## src/rtl/sound_pkg.sv

```systemverilog
// Shared types and constants for the sound arbiter: note codes, FSM states and
// a helper that sizes the tick counters.
package sound_pkg;

  localparam int unsigned TONE_W = 4;

  typedef logic [TONE_W-1:0] tone_t;

  localparam tone_t NOTE_A  = TONE_W'(0);
  localparam tone_t NOTE_B  = TONE_W'(1);
  localparam tone_t NOTE_C  = TONE_W'(2);
  localparam tone_t NOTE_D  = TONE_W'(3);
  localparam tone_t NOTE_E  = TONE_W'(4);
  localparam tone_t NOTE_F  = TONE_W'(5);
  localparam tone_t NOTE_G  = TONE_W'(6);
  localparam tone_t NOTE_A2 = TONE_W'(7);

  typedef enum logic [1:0] {
    IDLE = 2'd0,
    OWN  = 2'd1,
    GAP  = 2'd2
  } arb_state_t;

  // Bits needed to hold the largest of the three tick limits without wrapping.
  function automatic int unsigned cnt_width(input int unsigned a,
                                            input int unsigned b,
                                            input int unsigned c);
    int unsigned m;
    m = a;
    if (b > m) m = b;
    if (c > m) m = c;
    return (m < 1) ? 1 : $clog2(m + 1);
  endfunction

endpackage

```

## src/rtl/sound_prio_enc.sv

```systemverilog
// Masked fixed-priority encoder: lowest set bit of (vec & ~mask) as a one-hot
// vector, plus a flag saying whether any bit survived the mask.
module sound_prio_enc #(
  parameter int unsigned N = 4
) (
  input  logic [N-1:0] vec,
  input  logic [N-1:0] mask,
  output logic [N-1:0] onehot_c,
  output logic         valid_c
);

  logic [N-1:0] masked;

  assign masked   = vec & ~mask;
  // Two's-complement trick isolates the lowest set bit.
  assign onehot_c = masked & (~masked + N'(1));
  assign valid_c  = |masked;

endmodule

```

## src/rtl/sound_arbiter.sv

```systemverilog
// Fixed-priority owner arbitration for the shared tone generator, with
// watchdog release, silence gap and optional preemption (SOUND_ARB_PREEMPT_EN).
module sound_arbiter #(
  parameter int unsigned NUM_REQ   = 4,
  parameter int unsigned TONE_W    = 4,
  parameter int unsigned MIN_HOLD  = 2,
  parameter int unsigned GAP_TICKS = 1,
  parameter int unsigned MAX_TICKS = 64
) (
  input  logic                      clk,
  input  logic                      reset,
  input  logic                      tick,
  input  logic [NUM_REQ-1:0]        req,
  input  logic [NUM_REQ*TONE_W-1:0] req_tone,
  input  logic [NUM_REQ-1:0]        req_en,
  output logic [NUM_REQ-1:0]        grant,
  output logic [TONE_W-1:0]         tone,
  output logic                      enable_out,
  output logic                      busy
);

  import sound_pkg::*;

  localparam int unsigned CNT_W = cnt_width(MAX_TICKS, MIN_HOLD, GAP_TICKS);
  localparam logic [CNT_W-1:0] HOLD_LIM = CNT_W'(MIN_HOLD);
  localparam logic [CNT_W-1:0] WD_LIM   = CNT_W'(MAX_TICKS);
  localparam logic [CNT_W-1:0] GAP_LIM  = CNT_W'(GAP_TICKS);

  arb_state_t         state, state_nxt;
  logic [NUM_REQ-1:0] grant_nxt;
  logic [TONE_W-1:0]  tone_nxt;
  logic               en_nxt;
  logic               busy_nxt;
  logic [NUM_REQ-1:0] lock, lock_nxt, lock_set;
  logic [CNT_W-1:0]   hold_cnt, hold_nxt;
  logic [CNT_W-1:0]   wd_cnt, wd_nxt;
  logic [CNT_W-1:0]   gap_cnt, gap_nxt;
  logic               release_own;

  logic [NUM_REQ-1:0] first_oh;
  logic               first_valid;
  logic [NUM_REQ-1:0] pick;
  logic [TONE_W-1:0]  pick_tone;
  logic               pick_en;
  logic               owner_req;

  // Lowest eligible requester; serves idle arbitration and the preemption test.
  sound_prio_enc #(
    .N (NUM_REQ)
  ) u_prio (
    .vec      (req),
    .mask     (lock),
    .onehot_c (first_oh),
    .valid_c  (first_valid)
  );

  // Note code / enable of the requester about to own (IDLE) or owning now.
  always_comb begin
    pick      = (state == IDLE) ? first_oh : grant;
    pick_tone = '0;
    pick_en   = 1'b0;
    for (int i = 0; i < NUM_REQ; i++) begin
      if (pick[i]) begin
        pick_tone = pick_tone | req_tone[i*TONE_W +: TONE_W];
        pick_en   = pick_en | req_en[i];
      end
    end
  end

  assign owner_req = |(req & grant);

  always_comb begin
    state_nxt   = state;
    grant_nxt   = grant;
    tone_nxt    = '0;
    en_nxt      = 1'b0;
    hold_nxt    = hold_cnt;
    wd_nxt      = wd_cnt;
    gap_nxt     = gap_cnt;
    lock_set    = '0;
    release_own = 1'b0;

    case (state)
      IDLE: begin
        hold_nxt = '0;
        wd_nxt   = '0;
        gap_nxt  = '0;
        if (first_valid) begin
          state_nxt = OWN;
          grant_nxt = first_oh;
          tone_nxt  = pick_tone;
          en_nxt    = pick_en;
        end
      end

      OWN: begin
        // Owner drop outranks watchdog and preemption; only a live owner is locked.
        if (!owner_req) begin
          release_own = 1'b1;
        end else if (wd_cnt == WD_LIM) begin
          release_own = 1'b1;
          lock_set    = grant;
`ifdef SOUND_ARB_PREEMPT_EN
        end else if (first_valid && (first_oh < grant) && (hold_cnt == HOLD_LIM)) begin
          release_own = 1'b1;
`endif
        end else begin
          tone_nxt = pick_tone;
          en_nxt   = pick_en;
          if (tick) begin
            if (hold_cnt != HOLD_LIM) hold_nxt = hold_cnt + CNT_W'(1);
            if (wd_cnt != WD_LIM)     wd_nxt   = wd_cnt + CNT_W'(1);
          end
        end

        if (release_own) begin
          grant_nxt = '0;
          hold_nxt  = '0;
          wd_nxt    = '0;
          gap_nxt   = '0;
          state_nxt = (GAP_TICKS > 0) ? GAP : IDLE;
        end
      end

      GAP: begin
        grant_nxt = '0;
        if (tick) begin
          if ((gap_cnt + CNT_W'(1)) >= GAP_LIM) begin
            state_nxt = IDLE;
            gap_nxt   = '0;
          end else begin
            gap_nxt = gap_cnt + CNT_W'(1);
          end
        end
      end

      default: begin
        state_nxt = IDLE;
        grant_nxt = '0;
      end
    endcase

    busy_nxt = (state_nxt != IDLE);
    lock_nxt = (lock | lock_set) & req;
  end

  always_ff @(posedge clk) begin
    if (reset) begin
      state      <= IDLE;
      grant      <= '0;
      tone       <= '0;
      enable_out <= 1'b0;
      busy       <= 1'b0;
      lock       <= '0;
      hold_cnt   <= '0;
      wd_cnt     <= '0;
      gap_cnt    <= '0;
    end else begin
      state      <= state_nxt;
      grant      <= grant_nxt;
      tone       <= tone_nxt;
      enable_out <= en_nxt;
      busy       <= busy_nxt;
      lock       <= lock_nxt;
      hold_cnt   <= hold_nxt;
      wd_cnt     <= wd_nxt;
      gap_cnt    <= gap_nxt;
    end
  end

endmodule
```

## config.mk

```make
export PLATFORM = sky130hd
export DESIGN_NAME = sound_arbiter
export DESIGN_NICKNAME = d
export VERILOG_FILES = /design/src/rtl/sound_pkg.sv /design/src/rtl/sound_prio_enc.sv /design/src/rtl/sound_arbiter.sv
export SDC_FILE = /design/constraint.sdc
export NUM_CORES = 1
export LEC_CHECK = 0
export CORE_MARGIN = 3
export CORE_UTILIZATION = 45
export CTS_BUF_LIST = sky130_fd_sc_hd__clkbuf_4
export CTS_CLUSTER_DIAMETER = 60
export DETAILED_ROUTE_END_ITERATION = 6
export GPL_ROUTABILITY_DRIVEN = 0
export PLACE_DENSITY = 0.73
export SYNTH_ARGS = -nofsm -noshare
export SYNTH_HDL_FRONTEND = slang
export SYNTH_SLANG_ARGS = --single-unit
```

## constraint.sdc

```tcl
create_clock -name clk -period 5.8 [get_ports clk]
set_clock_uncertainty 0.05 [all_clocks]
set_input_delay 1.74 -clock clk [delete_from_list [all_inputs] [get_ports clk]]
set_output_delay 1.74 -clock clk [all_outputs]
set_load 0.005 [all_outputs]
```

---- Word level (Yosys, flattened, before mapping) ----
Cells that the tools add are included.
storage, ports and cells
  bits in registers ....................... 30
  latch bits .............................. 0
  memory bits (writable) .................. 0
  memory bits (read-only) ................. 0
  input port bits ......................... 27
  logic and storage cells ................. 86
  memories ................................ 0
cells by class
  $add $sub $neg .......................... 3
  $mul .................................... 0
  div/mod/pow operators ................... 0
  order comparisons ....................... 1
  eq/ne operators ......................... 11
  shifts and indexed selects .............. 0
  mux-type cells .......................... 41
  bitwise operators ....................... 13
  reductions and logical operators ........ 9
operator list
  kind                 number
  $mux 7               8
  $mux 4               13
  $pmux 7 s3           1
  $and 4x4->4          4
  $or 4x4->4           4
  $pmux 4 s2           2
  $add 7x1->7 const B  2
  $pmux 7 s2           1
  $ne 3x3->1 const B   4
  $mux 1               10
  $mux 2               4
  $not 4->4            2
  $reduce_or 4->1      2
  $eq 7x7->1 const B   1
  $ge 7x1->1 const B   1
  $ne 7x7->1 const B   1
  $ne 2x2->1 const B   3
  $pmux 2 s3           1
  $reduce_and 5->1     1
  $add 4x1->4 const B  1
  $reduce_bool 2->1    2
  $or 1x1->1           3
  $reduce_and 3->1     1
  $reduce_bool 3->1    1
  5 further kinds      5

---- Longest topological paths before layout ----
Gate-level depths: netlist (run 1).
  depth after elaboration ................. 16
  depth in mapped cells ................... 7
  gate-level depth less buffers ........... 6

---- Hierarchy ----
A second synthesis (run 1) with hierarchy kept.
second synthesis, totals
  cells, all modules ...................... 159
  area, all modules ....................... 1,482.7 um2
modules (own cells, without submodules)
  module          instances  cells an instance  area an instance (um2)
  sound_arbiter   1          149                1,395.1
  sound_prio_enc  1          10                 87.6

---- Least setup slack after synthesis (run 1) ----
OpenSTA, ideal clock, no wires.
  kind .................................... input to register
  start ................................... input port req[1]
  end ..................................... register enable_out
  library setup time ...................... 134 ps
  arrival time ............................ 2,866 ps
  data required time ...................... 5,616 ps
  slack ................................... 2,749 ps
  cell stages on the path ................. 4
  buffers on the path ..................... 0
  path through ............................ and2b_1 -> a2111oi_0 -> a2bb2oi_2 -> a211oi_1
between the ends
  word-level cells in the longest chain between the ends .. 13
  elaborated cells on any way between the ends .. 17
ends and longest elaborated chain
  element               RTL line              source
  from (decl)           sound_arbiter.sv:13   input logic [NUM_REQ-1:0] req,
  $and 4x4->4           sound_prio_enc.sv:14  assign masked = vec & ~mask;
  $not 4->4             sound_prio_enc.sv:16  assign onehot_c = masked & (~masked + N'(1));
  $add 4x1->4           sound_prio_enc.sv:16
  $and 4x4->4           sound_prio_enc.sv:16
  $mux 4                sound_arbiter.sv:59   pick = (state == IDLE) ? first_oh : grant;
  $mux 1                sound_arbiter.sv:63   if (pick[i]) begin
  $or 1x1->1            sound_arbiter.sv:65   pick_en = pick_en | req_en[i];
  $mux 1                sound_arbiter.sv:63
  $or 1x1->1            sound_arbiter.sv:65
  $mux 1                sound_arbiter.sv:63
  $mux 1                sound_arbiter.sv:100  end else if (wd_cnt == WD_LIM) begin
  $mux 1                sound_arbiter.sv:98   if (!owner_req) begin
  $pmux 1 s2 (*)        sound_arbiter.sv:83   case (state)
  to (signal assigned)  sound_arbiter.sv:162  enable_out <= en_nxt;
  to (decl)             sound_arbiter.sv:18   output logic enable_out,
Mark *: on every way between the ends. The rest lies on a longest branch, timed or not.
A chain may end at the register's enable or synchronous reset.

---- Worst setup path after layout (run 1) ----
  start ................................... input port req[1]
  end ..................................... register tone[1]
between the ends
  word-level cells in the longest chain between the ends .. 13
  elaborated cells on any way between the ends .. 17
ends and longest elaborated chain
  element               RTL line              source
  $and 4x4->4           sound_prio_enc.sv:14
  $not 4->4             sound_prio_enc.sv:16
  $add 4x1->4           sound_prio_enc.sv:16
  $and 4x4->4           sound_prio_enc.sv:16
  $mux 4                sound_arbiter.sv:59
  $mux 4                sound_arbiter.sv:63
  $or 4x4->4            sound_arbiter.sv:64   pick_tone = pick_tone | req_tone[i*TONE_W +: TONE_W];
  $mux 4                sound_arbiter.sv:63
  $or 4x4->4            sound_arbiter.sv:64
  $mux 4                sound_arbiter.sv:63
  $mux 4                sound_arbiter.sv:100
  $mux 4                sound_arbiter.sv:98
  $pmux 4 s2 (*)        sound_arbiter.sv:83
  to (signal assigned)  sound_arbiter.sv:161  tone <= tone_nxt;
  to (decl)             sound_arbiter.sv:17   output logic [TONE_W-1:0] tone,
Marked as above.

==> results of run 1 <==
-- power by group through the flow --
stage                     logic (mW)  registers [mW]  clock network, mW
after floorplan               0.0540           0.220                  0
after detailed placement      0.0818           0.226                  0
after global placement        0.0801           0.225                  0
after global routing          0.0895           0.223              0.135
final                         0.0822           0.221              0.119
after CTS                     0.0821           0.221              0.124
-- area by class of cell --
cell class	count	area (µm²)
fill	319	1370
multi-input combinational	134	967
inverter	8	30.0
sequential	30	601
timing repair buffer	36	360
tap	46	57.6
clock buffer	5	37.5
clock inverter	3	16.3
-- metrics by stage --
stage	instance area, µm²	total power [mW]	util (%)
6_report	2070	0.422	60.1
5_1_grt	2070	0.447	60.1
4_1_cts	2070	0.427	60.1
3_5_place_dp	2020	0.308	58.6
3_3_place_gp	2020	0.305	58.6
2_1_floorplan	1660	0.274	-
-- cell usage in the layout, fill, tap and decap left out, types with 2 or more instances in the layout --
| master | Yosys | layout |
|---|---|---|
| a211oi_1 | 5 | 5 |
| a21oi_1 | 10 | 10 |
| a221oi_1 | 3 | 3 |
| a222oi_1 | 5 | 5 |
| a22o_1 | 2 | 2 |
| a22oi_1 | 2 | 2 |
| a31oi_1 | 4 | 4 |
| and2b_1 | 2 | 2 |
| and3_1 | 7 | 7 |
| clkbuf_4 | 0 | 5 |
| clkdlybuf4s50_1 | 0 | 36 |
| clkinv_1 | 1 | 2 |
| dfxtp_1 | 30 | 30 |
| ha_1 | 4 | 4 |
| inv_1 | 7 | 7 |
| mux2i_1 | 2 | 2 |
| nand2_1 | 9 | 9 |
| nand2b_1 | 6 | 6 |
| nand3_1 | 4 | 4 |
| nand4_1 | 4 | 4 |
| nor2_1 | 9 | 9 |
| nor2b_1 | 3 | 3 |
| nor3_1 | 5 | 5 |
| nor3b_1 | 4 | 4 |
| o21ai_0 | 13 | 13 |
| or4_1 | 4 | 4 |
-- flip-flops by register name, summed over array words and instances (netlist names) --
signal and cells:
grant 4, enable_out 1, state 2, lock 4
tone 4, busy 1, wd_cnt 7, gap_cnt 7
-- worst max-delay path: cells and delay by family --
family                 cells  cell delay (ns)
AND/OR/NAND/NOR            1             0.29
buffers and inverters      1             0.48
AO/OA/AOI/OAI              3             1.17
-- logic make-up after synthesis --
kind of cell               share of synthesized area [%]
AOI/OAI and AO/OA                                   28.3
adders and majority gates                           3.02
buffers and inverters                               5.50
DFF                                                 36.2
muxes                                               1.21
and+or+nand+nor                                     25.8
-- routing by layer --
| metal | part of all wire (%) | vias to the layer above |
|---|---|---|
| li1 | - | 768 |
| met1 | 44 | 746 |
| met2 | 49 | 35 |
| met3 | 4.7 | 9 |
| met4 | 1.6 | 0 |
| met5 | 0 | - |
-- how the worst max path moves through the flow --
stage / startpoint / to / slack (ns) / cells after the start
finish: req[1] / tone[1] / 2.25 / 5
global route: req[0] / tone[2] / 2.06 / 5
CTS: req[1] / tone[2] / 2.28 / 5
detailed placement: req[0] / tone[2] / 1.92 / 5
global placement: req[1] / tone[1] / 1.99 / 5
floorplan: req[1] / enable_out / 2.75 / 4
==> flow_summary.yaml, run 1 <==
min_path:
  hp-class: "flip-flop to flip-flop"
  holdPathStages: 1
  hold_path_end: "gap_cnt[5]"
  hold_start: "gap_cnt[5]"
die:
  die_h_um: 66.7
  coreArea_mm2: 0.00344
  die_x_um: 66.7
  io_pins: 37
  rows: 21
  die_area_mm2: 0.00445
  start_util_pct: 48.2
final_layout:
  nets: 246
  syn_to_final_growth_pct: 24.7
  drive_gt1_share_pct: 8.33
  final_cells: 262
  num_antenna_cells: 0
power:
  pwr-share-clk_pct: 28.2
  switching_share_pct: 29.2
  seqPwrFrac_pct: 52.3
  p_per_area_mw_per_mm2: 204
  ir_drop_mv: 0.116
  power_frac_comb_pct: 19.5
  power.internal_mw: 0.299
  power.leakage_nw: 0.714
  p_switching_mw: 0.123
worst_setup_path:
  crit_fanout: 6
  crit_chain: "clkdlybuf4s50_1 -> and2b_1 -> a2111oi_0 -> a2bb2oi_2 -> a211oi_1"
  cp-end-kind: "flip-flop"
  required_ns: 5.93
  critPathLaunchType: "input pin"
  crit_path_max_incr_delay_ns: 0.79
  critPathKind: "input pin to flip-flop"
  cp.arrival_ns: 3.68
  slowest_stage: "a2111oi_0"
  reg2reg_setup_slack_ns: 3.49
  r2r-end: "tone[0]"
  r2r_cells: 4
  r2r-start: "state[1]"
timing:
  setup_viol: 0
  tightest_slew_ns: 0.908
  tns_ns: 0
  fmax_mhz: 282
  fin_ws_ns: 2.25
  max_slew_margin_pct: 39.3
  maxSlewViolCount: 0
  finalCritPeriodShare_pct: 61.2
  hold_viol: 0
  fin_crit_ns: 3.55
  rsz0062_at_grt: "no"
  whs_ns: 0.448
clock_tree:
  clk_latency_ns: 0.34
  cts_setup_buffers: 0
  cts_hold_buf: 0
  cts_buffer_depth: 2
  cts.repair.resized: 0
  cts.sinks: 30
  cts_tree: "yes"
  clockRootBuffer: "clkbuf_4"
  clk_pin_slew_ns: 0.09
  numCtsBuffers: 5
  htreeDepth: 2
logic_synthesis:
  synth_fp_nets: 211
  yosysSeqAreaShare_pct: 36.2
  synth_top_area_cell: "dfxtp_1"
  synth_edf_count: 0
  synth_common_cells: "dfxtp_1 (30), o21ai_0 (13), a21oi_1 (10)"
  synth_ff_type: "dfxtp_1"
  synthTopCellsByArea: "dfxtp_1 (36%), o21ai_0 (3.9%), a21oi_1 (3.0%)"
  synthArstFlopShare_pct: 0
  ys_ff_latch: 30
  syn_area_per_cell_um2: 9.22
  ys_warn_count: 0
  ys_types: 55
  syn_inst: 180
  yosysTopAreaCellShare_pct: 36.2
  synth.most_common_cell: "dfxtp_1"
  netlist_area_mm2: 0.00166
routing:
  detail_route.wl_per_cell_um: 15.6
  vias_per_cell: 5.95
  initialDrtViolationCount: 64
  drc: 0
  drtAntennaViolNets: 0
  vias: 1558
  first_pass_iters: 4
  routed_wl_um: 4090
global_route:
  grt_use_total_pct: 20.3
  grt_max_degree: 28
  grt_util_met2_pct: 31.7
  grt_util_met3_pct: 6.91
  grtUsageMet1_pct: 26.1
  grt_pass1_vias: 1493
  grt-busiest-layer: "met2"
  overflow: 0
  grt_pass1_wl_um: 6880
  antenna_found_initial: 0
status:
  status: "finished, final reports clean"
flow_run:
  maxCapViolations: 0
place:
  io_buffers: 36
  place_inst: 254
  dp_hpwl_um: 3080
  dp_slack_ns: 1.92
No activity file was read; power rests on OpenSTA's default activity.
==> run 2: changes to the inputs <==
clock period = 3.6 ns   (was 5.8 ns; I/O delays follow)
==> run 2 against run 1 <==
Final cell count up 0.38%. Power up 59%. Global-route usage down 0.50 points. Critical path depth up 1. Non-clock buffer count up 2. Sequential cell count unchanged. Routed wire length up 1.1%. Sequential power up 62%. Die area unchanged. Clock power up 51%. Critical path type unchanged. Largest cell class unchanged.
==> flow_summary.yaml, run 2 (synthesis results as in run 1) <==
global_route:
  overflow: 0
  grt_pass1_vias: 1381
  grt_pass1_wl_um: 6730
  antenna_found_initial: 0
  grt_max_degree: 22
  grt_use_total_pct: 19.8
worst_setup_path:
  r2r_cells: 4
  reg2reg_setup_slack_ns: 1.24
  startpoint: "req[1]"
  cp.arrival_ns: 2.85
  cp-end-kind: "flip-flop"
  critPathLaunchType: "input pin"
  critPathKind: "input pin to flip-flop"
  required_ns: 3.72
  crit_fanout: 6
  r2r-start: "state[1]"
clock_tree:
  cts.sinks: 30
  numCtsBuffers: 5
  clockRootBuffer: "clkbuf_4"
  cts_buffer_depth: 2
  htreeDepth: 2
  cts_tree: "yes"
  cts.repair.resized: 0
  cts_hold_buf: 0
  clk_pin_slew_ns: 0.08
  cts_setup_buffers: 0
  clk_latency_ns: 0.33
min_path:
  holdPathStages: 1
  hold_start: "gap_cnt[4]"
  hp-class: "flip-flop to flip-flop"
final_layout:
  fin_area_mm2: 0.00208
  num-fill-cells: 306
  drive_gt1_share_pct: 9.22
  final_cell_mix: "clkdlybuf4s50_1 (36), dfxtp_1 (30), o21ai_0 (13)"
  final_cells: 263
  multi_input_area_um2: 967
  nets: 248
  reg.largest.list: "gap_cnt x7, wd_cnt x7"
  layout.area.seq_um2: 601
  final_util_pct: 60.4
  num_antenna_cells: 0
  syn_to_final_growth_pct: 25.3
  final_common_cell: "clkdlybuf4s50_1"
routing:
  routed_wl_um: 4130
  initialDrtViolationCount: 101
  detail_route.wl_per_cell_um: 15.7
  first_pass_iters: 7
  vias_per_cell: 5.95
  vias: 1564
  drtAntennaViolNets: 0
  drc: 0
power:
  p_switching_mw: 0.190
  p_per_area_mw_per_mm2: 323
  power.internal_mw: 0.480
  switching_share_pct: 28.4
  pwr-share-clk_pct: 26.9
  seqPwrFrac_pct: 53.2
  power.leakage_nw: 0.726
  power_frac_comb_pct: 19.9
  ir_drop_mv: 0.202
timing:
  fmax_mhz: 366
  whs_ns: 0.457
  rsz0062_at_grt: "no"
  hold_viol: 0
  max_slew_margin_pct: 54.4
  setup_viol: 0
  tightest_slew_ns: 0.684
  tns_ns: 0
  fin_crit_ns: 2.73
  maxSlewViolCount: 0
  finalCritPeriodShare_pct: 75.8
status:
  status: "finished, final reports clean"
flow_run:
  maxCapViolations: 0
die:
  die_area_mm2: 0.00445
  die_x_um: 66.7
  die_h_um: 66.7
  coreArea_mm2: 0.00344
  io_pins: 37
  start_util_pct: 48.2
  rows: 21
place:
  dp_hpwl_um: 3130
  place_inst: 256
  dpl-instance-area_mm2: 0.00203
  io_buffers: 36
-- run 2: changes by cell type in the layout (fill, tap and decap cells not counted), sizes merged --
cell      before  now
clkinvlp       1    0
buf            0    2
-- run 2: power by group through the flow --
| stage | clock, mW | combinational (mW) | sequential [mW] |
|---|---|---|---|
| CTS | 0.185 | 0.133 | 0.357 |
| global route | 0.199 | 0.145 | 0.359 |
| detailed placement | 0 | 0.132 | 0.364 |
| floorplan | 0 | 0.0871 | 0.355 |
| finish | 0.180 | 0.133 | 0.357 |
| global placement | 0 | 0.130 | 0.364 |
-- run 2: layer usage --
| metal | part of all wire, % | vias to the layer above | global-route usage, % |
|---|---|---|---|
| li1 | - | 771 | - |
| met1 | 43 | 736 | 27.0 |
| met2 | 49 | 49 | 30.8 |
| met3 | 6.1 | 8 | 4.55 |
| met4 | 1.2 | 0 | 6.09 |
| met5 | 0 | - | 0 |
-- run 2: final timing paths --
path,end
max,tone[0]
min,gap_cnt[4]
max reg2reg,tone[0]
min reg2reg,gap_cnt[4]
-- run 2: worst max-delay path: stages --
cell,delay [ns]
clkdlybuf4s50_1,0.48
and2b_1,0.29
a2111oi_0,0.46
buf_4,0.20
a2bb2oi_2,0.25
a211oi_1,0.09
-- run 2: metrics by stage --
stage / total power, mW / worst slack [ns]
2_1_floorplan: 0.442 / 1.21
3_3_place_gp: 0.493 / 0.652
3_5_place_dp: 0.496 / 0.537
4_1_cts: 0.674 / 0.876
5_1_grt: 0.703 / 0.789
6_report: 0.671 / 0.870
-- run 2: area by class of cell --
cell class,count,share of cell area [%]
flip-flops and latches,30,28.9
clock inverters,2,0.482
repair buffers,38,18.1
multi-input cells,134,46.5
clock buffers,5,1.81
well taps,46,2.77
inverters,8,1.44
